--- config.mk ---
export PLATFORM = sky130hd
export DESIGN_NAME = mul_pipe_flat
export DESIGN_NICKNAME = d
export VERILOG_FILES = /design/src/rtl/mul_pipe_if.sv /design/src/rtl/mul_pipe.sv /design/src/flat_wrapper.sv
export SDC_FILE = /design/constraint.sdc
export NUM_CORES = 2
export LEC_CHECK = 0
export ABC_AREA = 1
export CORE_ASPECT_RATIO = 0.8
export CORE_MARGIN = 3
export CORE_UTILIZATION = 35
export CTS_CLUSTER_SIZE = 16
export DETAILED_ROUTE_END_ITERATION = 16
export PLACE_DENSITY_LB_ADDON = 0.12
export SYNTH_ARGS = -nofsm -noshare
export SYNTH_HDL_FRONTEND = slang
export SYNTH_SLANG_ARGS = --single-unit
--- constraint.sdc ---
create_clock -name mul_clk -period 18.2 [get_ports mul_clk]
set_clock_uncertainty 0.15 [all_clocks]
set_input_delay 3.64 -clock mul_clk [delete_from_list [all_inputs] [get_ports mul_clk]]
set_output_delay 3.64 -clock mul_clk [all_outputs]
set_load 0.01 [all_outputs]
--- src/rtl/mul_pipe_if.sv ---
// Operand/result bundle between the issue stage, mul_pipe and writeback.
// The master side drives operands and out_ready; the slave side is the multiplier.
interface mul_pipe_if #(
    parameter int WIDTH = 32,
    parameter int TAG_W = 5
);
    logic                 in_valid;
    logic                 in_ready;
    logic                 in_signed;
    logic [WIDTH-1:0]     in_a;
    logic [WIDTH-1:0]     in_b;
    logic [TAG_W-1:0]     in_tag;
    logic                 out_valid;
    logic                 out_ready;
    logic [2*WIDTH-1:0]   out_prod;
    logic [TAG_W-1:0]     out_tag;

    modport master (
        output in_valid, in_signed, in_a, in_b, in_tag, out_ready,
        input  in_ready, out_valid, out_prod, out_tag
    );

    modport slave (
        input  in_valid, in_signed, in_a, in_b, in_tag, out_ready,
        output in_ready, out_valid, out_prod, out_tag
    );
endinterface

--- src/rtl/mul_pipe.sv ---
// Two-stage radix-4 Booth / Wallace-tree multiplier with valid/ready flow control.
// M1 compresses the Booth rows down to at most four; M2 finishes to two rows and adds them.
module mul_pipe #(
    parameter int WIDTH = 32,
    parameter int TAG_W = 5
) (
    input  logic      mul_clk,
    input  logic      reset,
    input  logic      flush,
    mul_pipe_if.slave bus
);
    localparam int P   = 2 * WIDTH;
    localparam int E   = WIDTH + 2;
    localparam int NPP = WIDTH / 2 + 1;
    localparam int N0  = NPP + 2;

    function automatic int rows_at(input int n0, input int lvl);
        int n;
        n = n0;
        for (int k = 0; k < lvl; k++) begin
            n = (n / 3) * 2 + n % 3;
        end
        return n;
    endfunction

    function automatic int levels_to(input int n0, input int target);
        int n;
        int l;
        n = n0;
        l = 0;
        for (int k = 0; k < 64; k++) begin
            if (n > target) begin
                n = (n / 3) * 2 + n % 3;
                l = l + 1;
            end
        end
        return l;
    endfunction

    // Each row stores its sign as ~s at bit E+2j; this folds the matching -2^(E+2j) terms.
    function automatic logic [P-1:0] se_const();
        logic [P-1:0] c;
        logic [P-1:0] one;
        c   = '0;
        one = {{(P-1){1'b0}}, 1'b1};
        for (int j = 0; j < NPP; j++) begin
            if (E + 2 * j < P) begin
                c = c - (one << (E + 2 * j));
            end
        end
        return c;
    endfunction

    localparam int            M1_LEV   = levels_to(N0, 4);
    localparam int            N1       = rows_at(N0, M1_LEV);
    localparam int            M2_LEV   = levels_to(N1, 2);
    localparam logic [P-1:0]  SE_CONST = se_const();

    logic m1_valid_reg;
    logic m2_valid_reg;
    logic m2_allowin;
    logic m1_allowin;
    logic accept;
    logic m1_to_m2;

    logic [P-1:0]     m1_row_reg [N1];
    logic [TAG_W-1:0] m1_tag_reg;
    logic [P-1:0]     m2_prod_reg;
    logic [TAG_W-1:0] m2_tag_reg;

    assign m2_allowin    = !m2_valid_reg || bus.out_ready;
    assign m1_allowin    = !m1_valid_reg || m2_allowin;
    assign bus.in_ready  = m1_allowin && !flush;
    assign bus.out_valid = m2_valid_reg && !flush;
    assign bus.out_prod  = m2_prod_reg;
    assign bus.out_tag   = m2_tag_reg;
    assign accept        = bus.in_valid && bus.in_ready;
    assign m1_to_m2      = m1_valid_reg && m2_allowin;

    logic [E-1:0]   a_ext;
    logic [E-1:0]   b_ext;
    logic [E:0]     b_pad;
    logic [NPP-1:0] neg;
    logic [P-1:0]   corr_row;
    logic [P-1:0]   pp_rows [N0];

    assign a_ext = {{2{bus.in_signed & bus.in_a[WIDTH-1]}}, bus.in_a};
    assign b_ext = {{2{bus.in_signed & bus.in_b[WIDTH-1]}}, bus.in_b};
    assign b_pad = {b_ext, 1'b0};

    for (genvar gi = 0; gi < NPP; gi++) begin : g_booth
        logic [2:0] grp;
        logic       one;
        logic       two;
        logic [E:0] mag;
        logic [E:0] x;

        assign grp     = b_pad[2*gi +: 3];
        assign one     = grp[1] ^ grp[0];
        assign two     = (grp == 3'b011) || (grp == 3'b100);
        assign neg[gi] = grp[2] & ~(grp[1] & grp[0]);
        assign mag     = one ? {a_ext[E-1], a_ext} : (two ? {a_ext, 1'b0} : '0);
        // Negative digits use the one's complement here; the +1 lives in corr_row.
        assign x           = neg[gi] ? ~mag : mag;
        assign pp_rows[gi] = P'({~x[E], x[E-1:0]}) << (2 * gi);
    end

    always_comb begin
        corr_row = '0;
        for (int j = 0; j < NPP; j++) begin
            corr_row[2*j] = neg[j];
        end
    end

    assign pp_rows[NPP]     = corr_row;
    assign pp_rows[NPP + 1] = SE_CONST;

    // M1 Wallace levels: 3:2 compress each full triple, pass leftovers through unchanged.
    logic [P-1:0] m1_rows [N1];

    always_comb begin
        logic [P-1:0] t [N0];
        logic [P-1:0] xa;
        logic [P-1:0] xb;
        logic [P-1:0] xc;
        xa = '0;
        xb = '0;
        xc = '0;
        for (int k = 0; k < N0; k++) begin
            t[k] = pp_rows[k];
        end
        for (int l = 0; l < M1_LEV; l++) begin
            for (int g = 0; g < N0 / 3; g++) begin
                if (g < rows_at(N0, l) / 3) begin
                    xa       = t[3*g];
                    xb       = t[3*g+1];
                    xc       = t[3*g+2];
                    t[2*g]   = xa ^ xb ^ xc;
                    t[2*g+1] = ((xa & xb) | (xa & xc) | (xb & xc)) << 1;
                end
            end
            for (int r = 0; r < 2; r++) begin
                if (r < rows_at(N0, l) % 3) begin
                    t[2*(rows_at(N0, l)/3) + r] = t[3*(rows_at(N0, l)/3) + r];
                end
            end
        end
        for (int k = 0; k < N1; k++) begin
            m1_rows[k] = t[k];
        end
    end

    // M2: remaining levels down to two rows, then the carry-propagate add.
    logic [P-1:0] m2_sum;

    always_comb begin
        logic [P-1:0] t [N1];
        logic [P-1:0] xa;
        logic [P-1:0] xb;
        logic [P-1:0] xc;
        xa = '0;
        xb = '0;
        xc = '0;
        for (int k = 0; k < N1; k++) begin
            t[k] = m1_row_reg[k];
        end
        for (int l = 0; l < M2_LEV; l++) begin
            for (int g = 0; g < N1 / 3; g++) begin
                if (g < rows_at(N1, l) / 3) begin
                    xa       = t[3*g];
                    xb       = t[3*g+1];
                    xc       = t[3*g+2];
                    t[2*g]   = xa ^ xb ^ xc;
                    t[2*g+1] = ((xa & xb) | (xa & xc) | (xb & xc)) << 1;
                end
            end
            for (int r = 0; r < 2; r++) begin
                if (r < rows_at(N1, l) % 3) begin
                    t[2*(rows_at(N1, l)/3) + r] = t[3*(rows_at(N1, l)/3) + r];
                end
            end
        end
        m2_sum = t[0] + t[1];
    end

    always_ff @(posedge mul_clk) begin
        if (reset) begin
            m1_valid_reg <= 1'b0;
            m2_valid_reg <= 1'b0;
            m1_tag_reg   <= '0;
            m2_prod_reg  <= '0;
            m2_tag_reg   <= '0;
            for (int k = 0; k < N1; k++) begin
                m1_row_reg[k] <= '0;
            end
        end else if (flush) begin
            m1_valid_reg <= 1'b0;
            m2_valid_reg <= 1'b0;
        end else begin
            if (m1_allowin) begin
                m1_valid_reg <= bus.in_valid;
            end
            if (accept) begin
                m1_tag_reg <= bus.in_tag;
                for (int k = 0; k < N1; k++) begin
                    m1_row_reg[k] <= m1_rows[k];
                end
            end
            if (m2_allowin) begin
                m2_valid_reg <= m1_valid_reg;
            end
            if (m1_to_m2) begin
                m2_prod_reg <= m2_sum;
                m2_tag_reg  <= m1_tag_reg;
            end
        end
    end
endmodule

--- src/flat_wrapper.sv ---
// flat-port wrapper written by rule: the top's interface ports become plain ports
module mul_pipe_flat 
#(
    parameter int WIDTH = 32,
    parameter int TAG_W = 5
)
  (mul_clk, reset, flush, bus_in_valid, bus_in_signed, bus_in_a, bus_in_b, bus_in_tag, bus_out_ready, bus_in_ready, bus_out_valid, bus_out_prod, bus_out_tag);
  mul_pipe_if #(.WIDTH(WIDTH), .TAG_W(TAG_W)) bus_i ();
  input  logic mul_clk;
  input  logic reset;
  input  logic flush;
  input wire logic [$bits(bus_i.in_valid)-1:0] bus_in_valid;
  input wire logic [$bits(bus_i.in_signed)-1:0] bus_in_signed;
  input wire logic [$bits(bus_i.in_a)-1:0] bus_in_a;
  input wire logic [$bits(bus_i.in_b)-1:0] bus_in_b;
  input wire logic [$bits(bus_i.in_tag)-1:0] bus_in_tag;
  input wire logic [$bits(bus_i.out_ready)-1:0] bus_out_ready;
  output wire logic [$bits(bus_i.in_ready)-1:0] bus_in_ready;
  output wire logic [$bits(bus_i.out_valid)-1:0] bus_out_valid;
  output wire logic [$bits(bus_i.out_prod)-1:0] bus_out_prod;
  output wire logic [$bits(bus_i.out_tag)-1:0] bus_out_tag;
  assign bus_i.in_valid = bus_in_valid;
  assign bus_i.in_signed = bus_in_signed;
  assign bus_i.in_a = bus_in_a;
  assign bus_i.in_b = bus_in_b;
  assign bus_i.in_tag = bus_in_tag;
  assign bus_i.out_ready = bus_out_ready;
  assign bus_in_ready = bus_i.in_ready;
  assign bus_out_valid = bus_i.out_valid;
  assign bus_out_prod = bus_i.out_prod;
  assign bus_out_tag = bus_i.out_tag;
  mul_pipe #(.WIDTH(WIDTH), .TAG_W(TAG_W)) u_core (.mul_clk(mul_clk), .reset(reset), .flush(flush), .bus(bus_i));
endmodule
# Yosys cells after proc, flatten, opt, wreduce, memory -nomap -nowiden
# Memories as Yosys holds them, arrays and structs flattened.
# Index checks and enable logic that the tools add are counted.
dict set report word_totals {
  ram_bits 256
  ff_bits 76
  word_cells 349
  memories 1
  inputBits 75
  output_inout_bits 71
}
dict set report op_classes {
  bitwise 220
  n_reduce_logical 28
  muxes 61
  addsub 1
  n_eq_ne 33
}
# name words width read_ports rd_clocked_by_memory_dff wr line_no
set memory_table {}
lappend memory_table {u_core.m1_row_reg 4 64 4 0 4 mul_pipe.sv:66} ;# logic [P-1:0] m1_row_reg [N1];
# operator n
set ops {}
lappend ops {{AND 63 bit} 32}
lappend ops {{OR 63 bit} 28}
lappend ops {{2-to-1 mux 35 bit} 45}
lappend ops {{bitwise XOR 64 bit} 22}
lappend ops {{NOT 35 bit} 15}
lappend ops {{2-to-1 mux 64 bit} 4}
lappend ops {{AND 63 x 33 -> 63 bit} 2}
lappend ops {{OR 63 x 62 -> 63 bit} 2}
lappend ops {{2-to-1 mux 34 bit} 3}
lappend ops {{2-to-1 mux 32 bit} 3}
lappend ops {{adder 64 bit} 1}
lappend ops {{bitwise XOR 64 x 33 -> 64 bit} 1}
lappend ops {{AND 59 x 63 -> 63 bit} 1}
lappend ops {{AND 61 x 63 -> 63 bit} 1}
lappend ops {{OR 63 x 39 -> 63 bit} 1}
lappend ops {{OR 63 x 45 -> 63 bit} 1}
lappend ops {{OR 63 x 51 -> 63 bit} 1}
lappend ops {{OR 63 x 57 -> 63 bit} 1}
lappend ops {{bitwise XOR 61 x 63 -> 63 bit} 1}
lappend ops {{AND 59 x 61 -> 61 bit} 1}
lappend ops {{bitwise XOR 59 x 61 -> 61 bit} 1}
lappend ops {{AND 53 x 57 -> 57 bit} 1}
lappend ops {{AND 55 x 57 -> 57 bit} 1}
lappend ops {{bitwise XOR 55 x 57 -> 57 bit} 1}
lappend ops {{other kinds (33)} 173}

# Longest topological paths before layout
dict set report depth {
  word_depth 20
  mapped_depth 19
  mapped_depth_nobuf 19
}

# Least setup slack after synthesis
# Ideal clock, no wire load.
dict set report synth_path {
  path_kind {input -> register}
  startpoint {input bus_out_ready}
  endpoint {memory u_core.m1_row_reg[0][0] in the netlist's numbering (enable)}
  stages 6
  path_buffers 0
  path_slack_ns 4.229
  arrival_time_ns 13.020
  setup_ns 0.801
  t_required_ns 17.249
  path_cell_list {nor2_1 -> inv_2 -> nor2_1 -> inv_1 -> nand2_1 -> o21ai_1}
}
# item line_no
set synth_lines {}
lappend synth_lines {{start: declaration} flat_wrapper.sv:17} ;# input wire logic [$bits(bus_i.out_ready)-1:0] bus_out_ready;
lappend synth_lines {{end: declaration} mul_pipe.sv:66}

# Worst setup path in the final report
dict set report layout_path {
  startpoint {input bus_out_ready}
  endpoint {output bus_in_ready}
}
dict set report layout_between {
  elab_chain_cells 3
}
# item line_no
set layout_rtl {}
lappend layout_rtl {{logical OR 1 bit} mul_pipe.sv:71} ;# assign m2_allowin = !m2_valid_reg || bus.out_ready;
lappend layout_rtl {{logical OR 1 bit} mul_pipe.sv:72} ;# assign m1_allowin = !m1_valid_reg || m2_allowin;
lappend layout_rtl {{logical AND 1 bit} mul_pipe.sv:73} ;# assign bus.in_ready = m1_allowin && !flush;
lappend layout_rtl {{end: declaration} flat_wrapper.sv:18} ;# output wire logic [$bits(bus_i.in_ready)-1:0] bus_in_ready;
# No other way between the ends.

==> impl_table.tex <==
\begin{tabular}{lr}
\hline
Metric & Value \\
\hline
\multicolumn{2}{l}{\textbf{Status}} \\
\quad Status & finished, final reports clean \\
\multicolumn{2}{l}{\textbf{Flow run}} \\
\quad Max Cap Violations & 0 \\
\multicolumn{2}{l}{\textbf{Yosys}} \\
\quad Leading post-synthesis cells by instance count & sky130\_fd\_sc\_hd\_\_nand2\_1, sky130\_fd\_sc\_hd\_\_inv\_1, sky130\_fd\_sc\_hd\_\_o21ai\_0 \\
\quad Count of cell types in the netlist & between 40 and 50 \\
\quad Top-count cell post-synth & sky130\_fd\_sc\_hd\_\_nand2\_1 \\
\quad Instance count of the mapped netlist & 5,982 \\
\quad Register area share after synthesis & $\sim$18\% \\
\quad Mean instance size in the synthesized netlist & between 7 and 8 um2 \\
\quad Cell area after synthesis & roughly 44,000 um2 \\
\quad Post-synthesis async set-or-reset flop share & 0\% \\
\quad Area fraction of the dominant cell type after synthesis & 21.82\% \\
\quad Syn\_nets & approximately 6.8k \\
\quad Flops \& latches, synth & 280 \\
\quad Number of synthesis warnings & 0 \\
\quad Cell types with the largest area share after synthesis & sky130\_fd\_sc\_hd\_\_fa\_1, sky130\_fd\_sc\_hd\_\_edfxtp\_1, sky130\_fd\_sc\_hd\_\_nand2\_1, sky130\_fd\_sc\_hd\_\_xor2\_1, sky130\_fd\_sc\_hd\_\_inv\_1 \\
\quad Dominant synthesized flop cell & sky130\_fd\_sc\_hd\_\_edfxtp\_1 \\
\quad Number of enable-type register cells in the synthesized netlist & between 200 and 250 \\
\quad Library cell with the largest summed area after synthesis & sky130\_fd\_sc\_hd\_\_fa\_1 \\
\multicolumn{2}{l}{\textbf{Critical path}} \\
\quad Delay contributed by the slowest stage of the critical path & roughly 0.48 ns \\
\quad Critical setup path kind & input pin to output port \\
\quad Slack of the worst reg-to-reg path & $\sim$14 ns \\
\quad Buffer and inverter count on the worst path & 5 \\
\quad Critical Path End Type & output port \\
\quad Worst setup SP type & input pin \\
\quad Crit path max-delay cell type & sky130\_fd\_sc\_hd\_\_clkdlybuf4s50\_1 \\
\quad Data arrival time of the critical path & $\sim$5.2 ns \\
\quad Critical-path cell list & clkdlybuf4s50\_1 > nor2\_1 > inv\_2 > nor2\_1 > inv\_1 > nand2\_1 > inv\_2 > clkdlybuf4s50\_1 \\
\quad Maximum fanout encountered on the critical timing path & 2 \\
\quad Family with the most delay on the worst path & buffers and inverters \\
\quad Data required time of the worst path & roughly 14 ns \\
\multicolumn{2}{l}{\textbf{Placement}} \\
\quad Worst setup slack before clock tree synthesis & 8.927 ns \\
\quad Global placement routability congestion & around 0.91 \\
\quad HPWL reported at the end of detailed placement & $\sim$130,000 um \\
\quad Cell Area, Placed & around 46,000 um2 \\
\quad Number of I/O port buffers & around 150 \\
\multicolumn{2}{l}{\textbf{Floorplan}} \\
\quad Effective utilization at floorplan & 35.38\% \\
\quad Chip Height & 322.0 um \\
\quad Core ar. & around 120,000 um2 \\
\quad Area of the die & $\sim$130,000 um2 \\
\quad Die width & 401.0 um \\
\quad IO Count & $\sim$150 \\
\quad Site row count & 115 \\
\multicolumn{2}{l}{\textbf{Power}} \\
\quad Worst ir drop on vdd & between 100 and 150 uV \\
\quad Leak Pwr & about 0.024 uW \\
\quad P per Cell Area & approximately 170 nW/um2 \\
\multicolumn{2}{l}{\textbf{Final layout}} \\
\quad Utilization after layout & 38.60\% \\
\quad Number of flip-flops in the largest register & a little over 200 \\
\quad Fillers & around 13k \\
\quad Fraction of final layout cells sized beyond drive strength 1 & under 10\% \\
\quad Ant diodes & 0 \\
\quad Layout overhead on the synthesized area & 9.118\% \\
\quad Post-Layout Inst Area & between 40,000 and 50,000 um2 \\
\quad NumNets Final & roughly 6.7k \\
\multicolumn{2}{l}{\textbf{Clocking}} \\
\quad Bufs on Longest Clock Path & 3 \\
\quad Num CTS Buffers & 39 \\
\quad Post-cts sizing count & 0 \\
\quad CTS Root Cell & sky130\_fd\_sc\_hd\_\_clkbuf\_16 \\
\quad Clock edge transition at the registers on the reported setup and hold paths & around 0.060 ns \\
\quad Clock latency on the worst-skew pair & approximately 0.59 ns \\
\quad Number of clock sinks & 280 \\
\quad Number of buffers inserted by post-CTS setup repair & 0 \\
\quad H-tree levels & 2 \\
\quad Clock tree from TritonCTS & built \\
\quad Post-CTS Hold Buffers & 0 \\
\multicolumn{2}{l}{\textbf{STA}} \\
\quad Transition time at the pin with the least slew margin & between 1 and 1.5 ns \\
\quad Final Critical Period & $\sim$9.0 ns \\
\quad Share of the clock period used by the worst path & around 49\% \\
\quad Pins over their slew limit & 0 \\
\quad Number of hold-slack violations in the final timing report & 0 \\
\quad Final worst-path setup slack & between 9 and 10 ns \\
\quad Setup-violating endpoint count in the final report & 0 \\
\quad Setup TNS & 0 ns \\
\quad Worst slew margin & between 10 and 15\% \\
\quad Setup repair after global routing missed its margin & false \\
\quad Max frequency & $\sim$110 MHz \\
\multicolumn{2}{l}{\textbf{Global route}} \\
\quad Global routing usage summed across all routing layers & a little over a quarter \\
\quad Global route total overflow & 0 \\
\quad Number of antenna violations at the first check in global routing & 4 \\
\quad Pin count of the biggest net entering global routing & approximately 170 \\
\quad Via count of the first global-routing pass & $\sim$36k \\
\quad Global-route wire length before repair & 251,700 um \\
\multicolumn{2}{l}{\textbf{Routing}} \\
\quad Iteration count of the initial detailed-routing pass & 9 \\
\quad Number of DRC markers after the initial detailed-route iteration & approximately 3.6k \\
\quad Post-detailed-route via-to-cell ratio & 4.939 \\
\quad Routed via count & 37.36k \\
\quad Total detailed-routing wirelength & about 170,000 um \\
\quad Count of unresolved DRC violations after routing & 0 \\
\quad Average wire per standard cell & between 20 and 25 um \\
\quad Number of nets still failing antenna checks after routing & 0 \\
\multicolumn{2}{l}{\textbf{Hold path}} \\
\quad Type of the tightest min-delay check & flop to flop \\
\hline
\end{tabular}
per-stage QoR:
stage	power, uW	hold slack, ns	instances
6_report	8165	0.3068	7564
3_3_place_gp	7336	0.2956	7494
5_1_grt	9104	0.3240	7564
2_1_floorplan	5135	0.2799	5982
4_1_cts	8169	0.3070	7564
3_5_place_dp	7355	0.2988	7494
kinds of logic (layout without fill, tap and decap cells):
family / after synthesis / after routing / share of synthesized area [%]
buf+inv: 1533 / 1477 / 13.60
flops: 280 / 280 / 17.51
compound gates: 695 / 695 / 8.339
fa+ha+maj: 755 / 755 / 29.81
simple gates: 2172 / 2172 / 19.77
xor+xnor: 547 / 547 / 10.97
routing by layer:
metal | share of wire (%) | GRT usage, % | vias to the layer above
li1 | - | - | 17720
met1 | 46 | 38.17 | 17710
met2 | 41 | 39.47 | 1667
met3 | 9.1 | 4.868 | 261
met4 | 3.3 | 7.577 | 6
met5 | 0.024 | 0 | -
cell type report:
cell class                 count  area [um2]  area share [%]
timing repair buffer         227        2072           4.347
clock buffer                  51        1062           2.229
tap                         1638        2049           4.300
sequential                   280        7647           16.05
clock inverter                19       178.9          0.3754
multi-input combinational   4169       30220           63.41
inverter                    1180        4429           9.294
cells in the final DEF, fill, tap and decap left out, drive strengths merged, types with 72 or more instances in the layout:
cell type / synthesis / routed
buf: 136 / 86
dfxtp: 76 / 76
xor2: 529 / 529
clkdlybuf4s50: 0 / 141
edfxtp: 204 / 204
inv: 1175 / 1179
ha: 279 / 279
fa: 476 / 476
o21ai: 555 / 555
nor2: 473 / 473
nand2: 1559 / 1559
a21oi: 72 / 72
nand3: 95 / 95
power by group:
| part | switching (uW) | internal [uW] | leakage (uW) |
|---|---|---|---|
| registers | 71.1 | 842 | 0.00278 |
| clock network | 321 | 443 | 0.000606 |
| logic | 4230 | 2260 | 0.0204 |
| total | 4620 | 3550 | 0.0238 |
tightest hold or removal path, stage by stage, from the launching register on:
cell and delay (ns):
sky130_fd_sc_hd__dfxtp_1 0.29, sky130_fd_sc_hd__inv_1 0.06, sky130_fd_sc_hd__a21oi_1 0.06
worst paths after layout:
kind | startpoint | endpoint | depth (start not counted)
max reg2reg | u_core.m1_row_reg[1][45]$_SDFFCE_PN0P_ | u_core.bus.out_prod[56]$_SDFFE_PP0P_ | 14
min | u_core.m1_tag_reg[3]$_SDFFE_PP0P_ | u_core.bus.out_tag[3]$_SDFFE_PP0P_ | 2
min reg2reg | u_core.m1_tag_reg[3]$_SDFFE_PP0P_ | u_core.bus.out_tag[3]$_SDFFE_PP0P_ | 2
max | bus_out_ready | bus_in_ready | 8
Note: power is estimated with default switching activity, not from simulation.
